File: src/rtl/demux8_buf.sv
// rtl/demux8_buf.sv - buffered 1-to-8 steering demultiplexer with 2-entry in-order FIFO
//
// Ports:
//   clk        clock, all state updates on the rising edge
//   reset      active-low synchronous reset
//   flush      synchronous clear of buffered entries (entry contents retained)
//   in_valid   upstream word valid
//   in_ready   buffer can accept a word (registered state only)
//   in_data    upstream word, WIDTH bits
//   in_sel     destination port index 0..7, sampled on push
//   out_valid  one-hot, bit i = head entry targets port i
//   out_ready  per-port consumer ready, only the head's port is honoured
//   out_data   head entry data, shared by all ports
//   busy       FIFO non-empty
//   cnt_sel    (DEMUX8_CNT_EN) counter select
//   cnt_val    (DEMUX8_CNT_EN) delivery count of port cnt_sel
//
// Optional feature macro: DEMUX8_CNT_EN adds eight 32-bit per-port delivery
// counters that clear on reset only.

module demux8_buf #(
    parameter int WIDTH = 64,
    parameter int DEPTH = 2
) (
    input  logic             clk,
    input  logic             reset,
    input  logic             flush,
    input  logic             in_valid,
    output logic             in_ready,
    input  logic [WIDTH-1:0] in_data,
    input  logic [2:0]       in_sel,
    output logic [7:0]       out_valid,
    input  logic [7:0]       out_ready,
    output logic [WIDTH-1:0] out_data,
    output logic             busy
`ifdef DEMUX8_CNT_EN
    ,
    input  logic [2:0]       cnt_sel,
    output logic [31:0]      cnt_val
`endif
);

    typedef enum logic [1:0] {
        EMPTY = 2'd0,
        ONE   = 2'd1,
        FULL  = 2'd2
    } state_t;

    state_t           state_q;
    state_t           state_d;

    // Two entries addressed by single-bit pointers; DEPTH is fixed at 2.
    logic [WIDTH-1:0] mem_data [DEPTH];
    logic [2:0]       mem_sel  [DEPTH];
    logic             rd_ptr;
    logic             wr_ptr;

    logic             head_valid;
    logic [2:0]       hsel;
    logic             push;
    logic             pop;

    // Handshakes. Flush wins over both, so neither pointer nor counter moves.
    always_comb begin
        hsel       = mem_sel[rd_ptr];
        head_valid = (state_q != EMPTY);
        in_ready   = (state_q != FULL);
        busy       = head_valid;
        out_data   = mem_data[rd_ptr];
        out_valid  = head_valid ? (8'b1 << hsel) : 8'h00;
        push       = in_valid && in_ready && !flush;
        pop        = head_valid && out_ready[hsel] && !flush;
    end

    // Occupancy FSM next state.
    always_comb begin
        state_d = state_q;
        if (flush) begin
            state_d = EMPTY;
        end else begin
            case (state_q)
                EMPTY:   if (push) state_d = ONE;
                ONE: begin
                    if (push && !pop)      state_d = FULL;
                    else if (pop && !push) state_d = EMPTY;
                end
                FULL:    if (pop) state_d = ONE;
                default: state_d = EMPTY;
            endcase
        end
    end

    always_ff @(posedge clk) begin
        if (!reset) begin
            state_q <= EMPTY;
        end else begin
            state_q <= state_d;
        end
    end

    // Pointers and storage.
    always_ff @(posedge clk) begin
        if (!reset) begin
            rd_ptr <= 1'b0;
            wr_ptr <= 1'b0;
            for (int i = 0; i < DEPTH; i++) begin
                mem_data[i] <= '0;
                mem_sel[i]  <= 3'd0;
            end
        end else if (flush) begin
            rd_ptr <= 1'b0;
            wr_ptr <= 1'b0;
        end else begin
            if (push) begin
                mem_data[wr_ptr] <= in_data;
                mem_sel[wr_ptr]  <= in_sel;
                wr_ptr           <= ~wr_ptr;
            end
            if (pop) begin
                rd_ptr <= ~rd_ptr;
            end
        end
    end

`ifdef DEMUX8_CNT_EN
    logic [31:0] cnt [8];

    // Counters survive flush; only reset clears them.
    always_ff @(posedge clk) begin
        if (!reset) begin
            for (int i = 0; i < 8; i++) begin
                cnt[i] <= 32'd0;
            end
        end else if (pop) begin
            cnt[hsel] <= cnt[hsel] + 32'd1;
        end
    end

    assign cnt_val = cnt[cnt_sel];
`endif

endmodule

File: config.mk
export PLATFORM = sky130hd
export DESIGN_NAME = demux8_buf
export DESIGN_NICKNAME = d
export VERILOG_FILES = /design/src/rtl/demux8_buf.sv
export SDC_FILE = /design/constraint.sdc
export NUM_CORES = 1
export LEC_CHECK = 0
export ABC_AREA = 1
export BUFFER_PORTS_ARGS = -buffer_cell sky130_fd_sc_hd__buf_2
export CAP_MARGIN = 20
export CORE_UTILIZATION = 32
export DETAILED_ROUTE_END_ITERATION = 10
export PLACE_DENSITY = 0.63
export SLEW_MARGIN = 20
export SYNTH_ARGS = -nofsm -noshare
export SYNTH_HDL_FRONTEND = slang
export SYNTH_SLANG_ARGS = --single-unit
File: constraint.sdc
create_clock -name clk -period 3.9 [get_ports clk]
set_input_delay 0.39 -clock clk [delete_from_list [all_inputs] [get_ports clk]]
set_output_delay 0.39 -clock clk [all_outputs]
set_load 0.01 [all_outputs]
==> results.tsv <==
stage	metric	value	unit
clock_tree	tritoncts	yes	
worst_setup_path	critical_path_class	reg -> out	
worst_setup_path	start_kind	flop	
timing	fmax	355.1	MHz
worst_setup_path	crit_required	3.51	ns
timing	worst_pin_slew	0.9946	ns
logic_synthesis	yosysWarnings	0	
drt	first_pass_iters	4	
placement	gpl.final_weighted_congestion	0.7375	
finish	post-route-util	41.32	%
timing	setup_viol	0	
placement	port_buffers	152	
finish	final_cells	1074	
timing	finalCriticalPeriod	2.816	ns
outcome	status	completed	
worst_setup_path	worstPathArrival	2.43	ns
floorplan	pin_count	153	
finish	final_cell_mix	nand2_1, buf_2, nor2_1, edfxtp_1, inv_1	
drt	vias_per_cell	4.201	
drt	drc	0	
finish	antenna_cells	0	
worst_setup_path	endpoint	out_valid[2]	
timing	relSlewSlack	33.69	%
logic_synthesis	synthArstFlopShare	0	%
finish	synthToLayoutAreaGrowth	25.38	%
floorplan	start_util	32.95	%
placement	dp_hpwl	7944	um
floorplan	core_area	18890	sq um
power_and_ir_drop	power_density	477.8	nW/um^2
clock_tree	clockBufferDepth	2	
logic_synthesis	synthCells	656	
global_route	grt.overflow.total	0	
clock_tree	post_cts_buffers	0	
logic_synthesis	mappedNetlistNets	735	
logic_synthesis	ys_seq_area_share	66.24	%
drt	drtIter0Drc	186	
global_route	antenna_found_initial	0	
drt	num_vias	4512	
timing	fin_crit_sh	72.20	%
logic_synthesis	synth_cell_types	24	
floorplan	fp.dieH	141.5	um
clock_tree	cts_made_buffers	17	
power_and_ir_drop	power.leakage	0.003826	uW
worst_setup_path	cp-end-kind	output pin	
clock_tree	h-tree-depth	4	
power_and_ir_drop	worst_ir_drop_vdd	0.0002921	V
timing	slew_viol_final	0	
clock_tree	clk_pin_slew	0.06	ns
clock_tree	clk_latency	0.41	ns
global_route	grt_pass1_wl	22090	um
timing	setup_tns	0	ns
drt	ant_nets	0	
finish	final_common_cell	nand2_1	
placement	placed_cells	1042	
global_route	gr-usage-all-layers	14.50	%
timing	hold_violations	0	
drt	wl_per_cell	12.81	um
logic_synthesis	synth_ff_type	edfxtp_1	
logic_synthesis	synth_edf_count	134	
floorplan	die_x	141.5	um
drt	wirelength	13750	um
logic_synthesis	syn_area	6226	sq um
finish	nNetsFinal	880	
worst_setup_path	worstPathMaxFanout	41	
logic_synthesis	synth_seq_cells	139	
timing	final.setup_skew	0.009402	ns
flow_run	maxCapViolations	0	
worst_setup_path	reg2reg_depth	11	
timing	rsz0062_at_grt	false	
min_path	hp-class	in -> reg	
logic_synthesis	postSynthAreaPerCell	9.491	sq um
clock_tree	cts_root_buf	clkbuf_16	
power_and_ir_drop	p_total	3730	uW
global_route	grt_pass1_vias	4454	
finish	drive_above_1_share	24.94	%
clock_tree	ctsHoldBuffers	0	
min_path	hold_start	in_data[58]	
clock_tree	cts-resized-gates	0	
floorplan	die-area	20020	sq um
worst_setup_path	r2r_setup_slack	1.64	ns
global_route	grt_max_degree	68	
clock_tree	cts_sinks	139	
floorplan	std_cell_rows	50	
## cell type report
cell class / count / area [sq um]
Sequential cell: 139 / 4125
Timing Repair Buffer: 155 / 783.3
Clock inverter: 14 / 191.4
Tap cell: 260 / 325.3
Inverter: 92 / 347.8
Multi-Input combinational cell: 396 / 1604
Clock buffer: 18 / 429.2
Fill cell: 1929 / 11090
## metrics by stage
step / hold WS, ns / cell area (sq um) / setup slack (ns)
2_1_floorplan: 0.4880 / 6226 / 0.9615
3_3_place_gp: 0.5189 / 7186 / 1.475
3_5_place_dp: 0.5231 / 7186 / 1.449
4_1_cts: 0.2591 / 7806 / 0.9791
5_1_grt: 0.2708 / 7806 / 0.8130
6_report: 0.2842 / 7806 / 1.084
## power by group
part	switching (uW)	total [uW]	internal, uW	leakage (uW)
registers	21.4	1740	1720	0.00141
logic	183	283	100	0.00212
clock network	632	1700	1070	0.000295
## kinds of logic after synthesis
logic type / count (synthesis) / synth area share, %
AOI/OAI and AO/OA: 5 / 0.6028
buffers and inverters: 121 / 8.481
DFF: 139 / 66.24
and+or+nand+nor: 391 / 24.68
## synth_stat cells (2+ instances only)
cell type,n,area share [%]
nand3_2,3,0.48
clkbuf_1,3,0.18
dfxtp_1,5,1.6
nand2_2,4,0.40
edfxtp_1,134,65
buf_6,7,1.3
buf_2,15,1.2
buf_1,4,0.24
nand2_4,2,0.36
inv_1,88,5.3
nand2_1,223,13
nand3_1,4,0.32
nor2_1,148,8.9
nand4_1,3,0.30
inv_2,3,0.18
nand3b_1,2,0.24
## registers in the layout, indices dropped and copies added, names as in the netlist, named ones only
register / cells
state_q: 2
rd_ptr: 1
mem_data: 128
wr_ptr: 1
mem_sel: 6
## worst max-delay path: stages, from the launching register on
cell     delay, ns
dfxtp_2       0.74
buf_4         0.54
nand2_1       0.10
o21ai_1       0.18
inv_1         0.11
nand2_1       0.13
nor2_1        0.05
buf_2         0.13
## routing by layer
layer | part of all wire (%) | track usage (%)
met1 | 47 | 17.89
met2 | 48 | 24.99
met3 | 4.6 | 3.645
met4 | 0.98 | 4.414
met5 | 0 | 0
## worst min path at each step
stage	endpoint	slack [ns]	cells past startpoint
after floorplan	wr_ptr	0.49	2
after global placement	flop	0.52	4
after detailed placement	flop	0.52	4
after CTS	mem_data[0][46]	0.26	3
after global routing	mem_data[0][50]	0.27	3
final	mem_data[1][58]	0.28	3
Note: power is estimated with default switching activity, not from simulation.
